[src/rtl/mole_pkg.sv]
// Shared definitions for the whack-a-mole scheduler: state codes, hole count, LFSR seed and taps.
package mole_pkg;

    localparam int unsigned NUM_HOLES = 4;

    localparam logic [7:0] LFSR_SEED = 8'hA5;
    // x^8 + x^6 + x^5 + x^4 + 1, taken from a left-shifting register
    localparam logic [7:0] LFSR_TAPS = 8'hB8;

    localparam logic [2:0] StIdle  = 3'd0;
    localparam logic [2:0] StSpawn = 3'd1;
    localparam logic [2:0] StUp    = 3'd2;
    localparam logic [2:0] StGap   = 3'd3;
    localparam logic [2:0] StDone  = 3'd4;

    function automatic logic [NUM_HOLES-1:0] hole_onehot(input logic [1:0] hole);
        return NUM_HOLES'(1) << hole;
    endfunction

endpackage

[src/rtl/mole_lfsr.sv]
// Free-running 8-bit Fibonacci LFSR used to pick the next hole; never reaches the all-zero state.
module mole_lfsr
    import mole_pkg::*;
(
    input  logic       clk,
    input  logic       rst,
    output logic [7:0] state
);

    always_ff @(posedge clk) begin
        if (rst) begin
            state <= LFSR_SEED;
        end else begin
            state <= {state[6:0], ^(state & LFSR_TAPS)};
        end
    end

endmodule

[src/rtl/mole_scheduler.sv]
// Whack-a-mole game sequencer: raises one hole at a time, judges hits and timeouts, counts rounds.
// Optional build macro MOLE_NO_REPEAT_EN prevents the same hole being raised twice in a row.
module mole_scheduler
    import mole_pkg::*;
#(
    parameter int unsigned UP_TICKS  = 8,
    parameter int unsigned GAP_TICKS = 3,
    parameter int unsigned ROUNDS    = 16,
    parameter int unsigned SCORE_W   = 8
) (
    input  logic               clk,
    input  logic               rst,
    input  logic               tick,
    input  logic               start,
    input  logic [3:0]         btn,
    output logic [3:0]         mole,
    output logic [SCORE_W-1:0] score,
    output logic [SCORE_W-1:0] misses,
    output logic               busy,
    output logic               game_over
);

    localparam int unsigned UpW  = (UP_TICKS > 1) ? $clog2(UP_TICKS) : 1;
    localparam int unsigned GapW = (GAP_TICKS > 1) ? $clog2(GAP_TICKS) : 1;

    logic [2:0]         state_q, state_d;
    logic [3:0]         mole_q, mole_d;
    logic [SCORE_W-1:0] score_q, score_d;
    logic [SCORE_W-1:0] misses_q, misses_d;
    logic [UpW-1:0]     up_cnt_q, up_cnt_d;
    logic [GapW-1:0]    gap_cnt_q, gap_cnt_d;
    logic [7:0]         round_q, round_d;
    logic [7:0]         lfsr;
    logic [1:0]         hole;
    logic               hit;
    logic               unused_lfsr;

    mole_lfsr u_lfsr (
        .clk   (clk),
        .rst   (rst),
        .state (lfsr)
    );

    // Only the low two bits select a hole; the rest just feed the sequence.
    assign unused_lfsr = ^lfsr[7:2];

`ifdef MOLE_NO_REPEAT_EN
    logic [1:0] prev_hole_q, prev_hole_d;

    assign hole = (lfsr[1:0] == prev_hole_q) ? lfsr[1:0] + 2'd1 : lfsr[1:0];

    always_ff @(posedge clk) begin
        if (rst) begin
            prev_hole_q <= 2'd0;
        end else begin
            prev_hole_q <= prev_hole_d;
        end
    end

    always_comb begin
        prev_hole_d = prev_hole_q;
        if ((state_q == StIdle || state_q == StDone) && start) begin
            prev_hole_d = 2'd0;
        end else if (state_q == StSpawn) begin
            prev_hole_d = hole;
        end
    end
`else
    assign hole = lfsr[1:0];
`endif

    // Exact pattern match only; extra bits alongside the right one do not count.
    assign hit = (state_q == StUp) && (btn == mole_q);

    always_comb begin
        state_d   = state_q;
        mole_d    = mole_q;
        score_d   = score_q;
        misses_d  = misses_q;
        up_cnt_d  = up_cnt_q;
        gap_cnt_d = gap_cnt_q;
        round_d   = round_q;
        case (state_q)
            StIdle, StDone: begin
                if (start) begin
                    score_d  = '0;
                    misses_d = '0;
                    round_d  = '0;
                    state_d  = StSpawn;
                end
            end
            StSpawn: begin
                mole_d   = hole_onehot(hole);
                up_cnt_d = '0;
                state_d  = StUp;
            end
            StUp: begin
                if (hit || (tick && up_cnt_q == UpW'(UP_TICKS - 1))) begin
                    if (hit) begin
                        score_d = (score_q == '1) ? score_q : score_q + SCORE_W'(1);
                    end else begin
                        misses_d = (misses_q == '1) ? misses_q : misses_q + SCORE_W'(1);
                    end
                    mole_d    = '0;
                    gap_cnt_d = '0;
                    round_d   = round_q + 8'd1;
                    state_d   = StGap;
                end else if (tick) begin
                    up_cnt_d = up_cnt_q + UpW'(1);
                end
            end
            StGap: begin
                if (tick) begin
                    if (gap_cnt_q == GapW'(GAP_TICKS - 1)) begin
                        state_d = (round_q == 8'(ROUNDS)) ? StDone : StSpawn;
                    end else begin
                        gap_cnt_d = gap_cnt_q + GapW'(1);
                    end
                end
            end
            default: begin
                state_d = StIdle;
                mole_d  = '0;
            end
        endcase
    end

    always_ff @(posedge clk) begin
        if (rst) begin
            state_q   <= StIdle;
            mole_q    <= '0;
            score_q   <= '0;
            misses_q  <= '0;
            up_cnt_q  <= '0;
            gap_cnt_q <= '0;
            round_q   <= '0;
        end else begin
            state_q   <= state_d;
            mole_q    <= mole_d;
            score_q   <= score_d;
            misses_q  <= misses_d;
            up_cnt_q  <= up_cnt_d;
            gap_cnt_q <= gap_cnt_d;
            round_q   <= round_d;
        end
    end

    assign mole      = mole_q;
    assign score     = score_q;
    assign misses    = misses_q;
    assign busy      = (state_q == StSpawn) || (state_q == StUp) || (state_q == StGap);
    assign game_over = (state_q == StDone);

endmodule

[config.mk]
export PLATFORM = sky130hd
export DESIGN_NAME = mole_scheduler
export DESIGN_NICKNAME = d
export VERILOG_FILES = /design/src/rtl/mole_pkg.sv /design/src/rtl/mole_lfsr.sv /design/src/rtl/mole_scheduler.sv
export SDC_FILE = /design/constraint.sdc
export NUM_CORES = 1
export LEC_CHECK = 0
export BUFFER_PORTS_ARGS = -buffer_cell sky130_fd_sc_hd__buf_2
export CAP_MARGIN = 10
export CORE_AREA = 2 2 71 73
export CTS_CLUSTER_DIAMETER = 200
export DETAILED_ROUTE_END_ITERATION = 8
export DIE_AREA = 0 0 73 75
export PLACE_DENSITY_LB_ADDON = 0.15
export REMOVE_ABC_BUFFERS = 1
export SETUP_SLACK_MARGIN = 0.1
export SYNTH_ARGS = -nofsm -noshare
export SYNTH_HDL_FRONTEND = slang
export SYNTH_SLANG_ARGS = --single-unit
[constraint.sdc]
create_clock -name clk -period 2.05 [get_ports clk]
set_clock_uncertainty 0.1 [all_clocks]
set_input_delay 0.1025 -clock clk [delete_from_list [all_inputs] [get_ports clk]]
set_output_delay 0.1025 -clock clk [all_outputs]
set_load 0.01 [all_outputs]
* Yosys cells after proc, flatten, opt, wreduce, memory -nomap -nowiden *
Cells that the tools add are included.

storage, ports and cells
  flip-flop bits (word level) = 44
  bits of input ports = 8

cells by class
  eq/ne operators = 21
  reductions and logical operators = 19
  bitwise operators = 1
  add/subtract/negate cells = 5
  mux-type cells = 26
  shift-type cells = 1

operators with widths
  cell                                                                count
  8-bit two-way mux                                                   8
  8-bit one-hot mux with 2 select lines                               3
  8-bit by 1-bit adder with 8-bit output (second input constant)      3
  3-bit two-way mux                                                   7
  2-bit != test (second input constant)                               10
  8-bit == test (second input constant)                               2
  3-bit one-hot mux with 4 select lines                               1
  4-bit one-hot mux with 3 select lines                               1
  5-bit AND reduction                                                 2
  8-bit by 5-bit == test with 1-bit output (second input constant)    1
  4-bit AND reduction                                                 2
  8-bit parity                                                        1
  3-bit by 2-bit == test with 1-bit output (second input constant)    2
  3-bit == test (second input constant)                               2
  2-bit two-way mux                                                   3
  3-bit one-hot mux with 2 select lines                               1
  3-bit AND reduction                                                 2
  2-bit nonzero test                                                  3
  4-bit == test                                                       1
  4-bit two-way mux                                                   1
  2-bit one-hot mux with 2 select lines                               1
  1-bit by 2-bit left shift with 4-bit output (first input constant)  1
  3-bit by 1-bit adder with 3-bit output (second input constant)      1
  3-bit by 1-bit == test with 1-bit output (second input constant)    1
  10 further kinds                                                    13

* Depth between registers and ports, before layout *
  depth in word-level cells = 5
  gate-level depth with buffers = 6
  gate-level depth less buffers = 6

* Modules after synthesis *
A second synthesis with hierarchy kept.

second synthesis, totals
  cells, all modules = 261
  area, all modules = 2337.2 um^2

by module, submodules not included
  module          area an instance (um^2)  cells an instance  instances
  mole_scheduler  2100.8                   242                1
  mole_lfsr       236.5                    19                 1

* Worst setup path before layout *
Ideal clock, no wire load.

  path type = register to register
  start = reg up_cnt_q[0]
  end = reg misses_q[4], in the netlist misses[4]
  arrival time = 1.807 ns
  slack = 0.074 ns
  required time = 1.880 ns
  clock period less this slack = 1.976 ns
  stages on the path, launching flop included = 7
  setup time = 0.070 ns
  cell sequence = dfxtp_1 ha_1 ha_1 nand4b_1 a221o_1 or4_1 a21oi_1

on the way
  word-level cells in the longest chain between the ends = 5

ends and longest elaborated chain
  item                                                       RTL line               RTL
  start, declared                                            mole_scheduler.sv:30   logic [UpW-1:0] up_cnt_q, up_cnt_d;
  start signal, assigned                                     mole_scheduler.sv:142  up_cnt_q <= up_cnt_d;
  3-bit == test                                              mole_scheduler.sv:98   if (hit || (tick && up_cnt_q == UpW'(UP_TICKS - 1))) begin
  1-bit logical AND                                          mole_scheduler.sv:98
  1-bit logical OR                                           mole_scheduler.sv:98
  2-bit by 1-bit != test with 1-bit output (no source line)  n/a
  5-bit AND reduction (no source line)                       n/a
  end signal, assigned                                       mole_scheduler.sv:141  misses_q <= misses_d;
  end, declared                                              mole_scheduler.sv:29   logic [SCORE_W-1:0] misses_q, misses_d;

No other way between the ends.
A chain may end at the register's enable or synchronous reset.

* Final worst setup path *
  start = reg up_cnt_q[1]
  end = reg up_cnt_q[1]

on the way
  word-level cells in the longest chain between the ends = 5

ends and longest elaborated chain
  item
  parallel branches: the longest is 5 deep, another holds 3-bit by 1-bit adder with 3-bit output

Parallel ways; which one is timed is not known. The select of a mux whose other input is x is not followed.

==> report_table.html <==
<table>
<tr><th>Metric</th><th>Value</th></tr>
<tr><th colspan="2">Outcome</th></tr>
<tr><td>Status</td><td>finished clean</td></tr>
<tr><th colspan="2">Setup path</th></tr>
<tr><td>Slowest CP cell</td><td>or4b_4</td></tr>
<tr><td>Category of the worst setup path launch point</td><td>flip-flop</td></tr>
<tr><td>Crit-path leading delay family</td><td>compound AO/OA/AOI/OAI gates</td></tr>
<tr><td>Peak per-stage delay on the critical path</td><td>about 500 ps</td></tr>
<tr><td>Worst reg-to-reg setup slack</td><td>approximately 80 ps</td></tr>
<tr><td>Category of the most critical setup path</td><td>flip-flop to flip-flop</td></tr>
<tr><td>Worst reg2reg path depth</td><td>7</td></tr>
<tr><td>FF-to-FF End</td><td>up_cnt_q[1]</td></tr>
<tr><td>Count of buffering cells on the critical path with inverters included</td><td>1</td></tr>
<tr><td>Maximum fanout encountered on the critical timing path</td><td>4</td></tr>
<tr><td>Cell repeated most along the worst path</td><td>ha_4</td></tr>
<tr><td>CP Capture Type</td><td>flip-flop</td></tr>
<tr><td>Worst-path cell chain</td><td>ha_4 -&gt; ha_4 -&gt; buf_6 -&gt; or4b_4 -&gt; a41oi_4 -&gt; o2111ai_2 -&gt; a21oi_1</td></tr>
<tr><td>Crit path required time</td><td>2170 ps</td></tr>
<tr><td>Worst endpoint data arrival time</td><td>2090 ps</td></tr>
<tr><td>Origin of the critical flop-to-flop path</td><td>up_cnt_q[1]</td></tr>
<tr><th colspan="2">STA</th></tr>
<tr><td>Endpoints failing hold</td><td>0</td></tr>
<tr><td>Share of the cycle needed by the critical path after routing</td><td>a little under 100%</td></tr>
<tr><td>Number of slew-limit violations in the final report</td><td>0</td></tr>
<tr><td>Minimum period implied by the final worst setup slack</td><td>1970 ps</td></tr>
<tr><td>Total setup violations reported at the end of the flow</td><td>0</td></tr>
<tr><td>Relative slew slack</td><td>between 50% and 60%</td></tr>
<tr><td>Unrepaired setup endpoints after global routing</td><td>true</td></tr>
<tr><td>Final-layout setup total negative slack</td><td>0 ps</td></tr>
<tr><td>Max frequency</td><td>0.5076 GHz</td></tr>
<tr><td>Actual transition at the worst max-transition pin</td><td>a little over 600 ps</td></tr>
<tr><th colspan="2">Die</th></tr>
<tr><td>Number of placement rows</td><td>25</td></tr>
<tr><td>Total die area</td><td>5475 sq um</td></tr>
<tr><td>Die Y</td><td>roughly 75 microns</td></tr>
<tr><td>I/O pins</td><td>30</td></tr>
<tr><td>Area of the placeable core</td><td>around 4700 sq um</td></tr>
<tr><td>Starting density of the core</td><td>roughly half</td></tr>
<tr><td>Die span in x</td><td>between 70 and 80 microns</td></tr>
<tr><th colspan="2">Clock network</th></tr>
<tr><td>Clock tree from TritonCTS</td><td>built</td></tr>
<tr><td>H-tree levels</td><td>2</td></tr>
<tr><td>Clock tree root driver cell</td><td>clkbuf_8</td></tr>
<tr><td>CTS sink count</td><td>44</td></tr>
<tr><td>Number of buffers created by CTS</td><td>5</td></tr>
<tr><td>Maximum number of buffers from clock root to sink</td><td>2</td></tr>
<tr><td># hold bufs at CTS</td><td>0</td></tr>
<tr><td>Clk pin slew, worst setup/hold paths</td><td>90 ps</td></tr>
<tr><td>Skew-Pair Late Insertion Delay</td><td>between 200 and 300 ps</td></tr>
<tr><th colspan="2">Detailed routing</th></tr>
<tr><td>Number of design-rule violations left by the first detailed-router iteration</td><td>132</td></tr>
<tr><td>Number of vias in the routed layout</td><td>between 2000 and 2500</td></tr>
<tr><td>Detailed-routing iteration count for the pre-antenna-repair pass</td><td>4</td></tr>
<tr><td>Antenna-violating nets left</td><td>0</td></tr>
<tr><td>Routed wirelength normalized by instance count</td><td>between 15 and 20 microns</td></tr>
<tr><td>Wire length reported by the detailed router</td><td>between 6 and 7 mm</td></tr>
<tr><td>DRC Markers</td><td>0</td></tr>
<tr><td>Via-to-Cell Ratio</td><td>6.005</td></tr>
<tr><th colspan="2">Synth</th></tr>
<tr><td>Share of synthesized area occupied by flip-flops and latches</td><td>a little under two fifths</td></tr>
<tr><td>Async set-or-reset flop fraction in the synthesized netlist</td><td>0%</td></tr>
<tr><td>Top cell type by total area after synthesis</td><td>dfxtp_1</td></tr>
<tr><td>Area share of the largest cell type after synthesis</td><td>between 30 and 40%</td></tr>
<tr><td>Most repeated cell in the gate-level netlist after synthesis</td><td>dfxtp_1</td></tr>
<tr><td>Number of enable flip-flop cells after synthesis</td><td>0</td></tr>
<tr><td>Mapped Cells</td><td>roughly 270</td></tr>
<tr><td>Largest cells by area after synthesis</td><td>dfxtp_1 (37%), mux2i_1 (5.9%), nand2_1 (4.4%), ha_1 (3.7%), or3_1 (3.4%)</td></tr>
<tr><td>Most used DFF post-synth</td><td>dfxtp_1</td></tr>
<tr><td>Combined area of all synthesized cells</td><td>roughly 2400 sq um</td></tr>
<tr><td>Synthesized area divided by synthesized cell count</td><td>approximately 8.7 sq um</td></tr>
<tr><td>Leading post-synthesis cells by instance count</td><td>dfxtp_1 (44), nand2_1 (28), a21oi_1 (14), mux2i_1 (14)</td></tr>
<tr><td>Number of warnings printed during yosys synthesis</td><td>0</td></tr>
<tr><td>Flop and latch count out of synthesis</td><td>between 40 and 50</td></tr>
<tr><td>Synth cell types</td><td>52</td></tr>
<tr><th colspan="2">Hold path</th></tr>
<tr><td>Hold_sp</td><td>tick</td></tr>
<tr><td>Hold path endpoint</td><td>up_cnt_q[2]</td></tr>
<tr><td>Worst hold stages</td><td>3</td></tr>
<tr><td>Type of the worst min-delay path</td><td>input pin to flip-flop</td></tr>
<tr><th colspan="2">Finish</th></tr>
<tr><td>Antenna diode count</td><td>0</td></tr>
<tr><td>Net count, final</td><td>340</td></tr>
<tr><td>Fraction of layout cells with a size suffix above 1</td><td>26.69%</td></tr>
<tr><td>Final-layout fill cell count</td><td>408</td></tr>
<tr><td>Synthesis-to-layout area growth</td><td>25.63%</td></tr>
<tr><td>Area of combinational cells with multiple inputs</td><td>1473 sq um</td></tr>
<tr><td>Seq. cell area</td><td>a little under 900 sq um</td></tr>
<tr><th colspan="2">Placed design</th></tr>
<tr><td>RePlAce Congestion</td><td>0.8465</td></tr>
<tr><td>Total half-perimeter wirelength after legalization and detailed placement</td><td>4.116 mm</td></tr>
<tr><td>Count of buffers from port buffering</td><td>29</td></tr>
<tr><th colspan="2">Global routing</th></tr>
<tr><td>Aggregate global-route resource usage</td><td>22.60%</td></tr>
<tr><td>Number of global-route vias before repair</td><td>approximately 2100</td></tr>
<tr><td>Initial antenna violation count</td><td>0</td></tr>
<tr><td>Gr ovfl total</td><td>0</td></tr>
<tr><td>Wire length of the first global-routing pass</td><td>9.680 mm</td></tr>
<tr><td>Largest net degree at the start of global routing</td><td>22</td></tr>
<tr><th colspan="2">Run</th></tr>
<tr><td>Count of maximum capacitance violations</td><td>0</td></tr>
<tr><th colspan="2">Power and ir drop</th></tr>
<tr><td>Cell internal power dissipation</td><td>about 1.4 mW</td></tr>
<tr><td>Pwr per Cell Area</td><td>approximately 700 nW/um^2</td></tr>
<tr><td>Part of the power in combinational logic</td><td>21.6%</td></tr>
<tr><td>Switching power</td><td>between 500 and 600 uW</td></tr>
<tr><td>Total chip power</td><td>just over 2 mW</td></tr>
<tr><td>Worst vdd ir</td><td>approximately 400 uV</td></tr>
<tr><td>Sequential Power Share</td><td>45.6%</td></tr>
<tr><td>Sw Ratio</td><td>between 20% and 30%</td></tr>
<tr><td>Static leakage</td><td>roughly 1.2 nW</td></tr>
<tr><td>Clock power share</td><td>around a third</td></tr>
</table>
==> power groups by stage <==
stage / Clock, mW / Sequential [mW] / Combinational [mW]
after floorplan: 0 / 0.948 / 0.211
after global placement: 0 / 0.944 / 0.401
after detailed placement: 0 / 0.946 / 0.405
after CTS: 0.683 / 0.926 / 0.415
after global routing: 0.717 / 0.935 / 0.483
final: 0.668 / 0.928 / 0.439
==> routing by layer <==
metal,vias to the layer above,GRT usage (%),routed length [microns]
li1,1144,-,-
met1,1084,31.87,2888
met2,47,35.44,2869
met3,7,3.347,210
met4,0,7.819,64
met5,-,0,0
==> cell usage in the layout, fill, tap and decap left out, drive strengths merged, types with 8 or more instances in the layout <==
master,count
buf,59
dfxtp,44
nand2,28
mux2i,14
a21oi,14
or3,13
nand3,13
inv,11
a211oi,8
==> stage by stage <==
step | std cells | setup WS, ps | hold WS, ps | utilization [%] | instance area (sq um)
2_1_floorplan | 259 | 69.15 | 69.19 | - | 2310
3_3_place_gp | 367 | 95.56 | 295.4 | 58.68 | 2735
3_5_place_dp | 367 | 35.38 | 303.4 | 58.68 | 2735
4_1_cts | 380 | 106.2 | 57.70 | 62.50 | 2913
5_1_grt | 380 | 20.06 | 73.84 | 63.95 | 2980
6_report | 380 | 79.75 | 70.69 | 63.95 | 2980
==> area by class of cell <==
type,instances,share of cell area [%]
multi-input cells,203,49.41
flip-flops and latches,44,29.68
repair buffers,59,13.39
clock buffers,5,2.309
well taps,54,2.267
inverters,12,1.511
clock inverters,3,1.427
==> worst register-to-register path, cell delays in order (launching register included) <==
cell,delay [ps]
dfxtp_2,350
ha_4,160
ha_4,160
buf_6,120
or4b_4,500
a41oi_4,210
o2111ai_2,140
a21oi_1,170
==> cell families after synthesis <==
group / count (synthesis) / share of synthesized area (%)
simple gates: 113 / 27.00
compound gates: 62 / 19.15
flops: 44 / 37.13
buf+inv: 26 / 4.535
mux: 14 / 5.907
xor+xnor: 7 / 2.584
fa+ha+maj: 7 / 3.692
==> registers in the layout, indices dropped and copies added, names as in the netlist <==
signal	flops
gap_cnt_q	2
misses	8
mole	4
round_q	8
score	8
state_q	3
u_lfsr.state	8
up_cnt_q	3
==> worst max-delay path by stage <==
stage | end | from | slack, ps | cells past startpoint
CTS | misses[4] | up_cnt_q[0] | 110 | 6
finish | up_cnt_q[1] | up_cnt_q[1] | 80 | 7
global placement | up_cnt_q[1] | up_cnt_q[0] | 100 | 7
floorplan | misses[4] | up_cnt_q[0] | 70 | 6
detailed placement | misses[4] | up_cnt_q[0] | 40 | 6
global route | up_cnt_q[1] | up_cnt_q[1] | 20 | 7
==> repair_timing <==
action / 4_1_cts / 5_1_grt
cloned: 0 / 0
setup buffers: 5 / 1
pin swaps: 4 / 10
gates resized for setup: 7 / 11
setup endpoints to repair: 5 / 20
endpoints found under the hold margin: 0 / 0
Note: power is estimated with default switching activity, not from simulation.
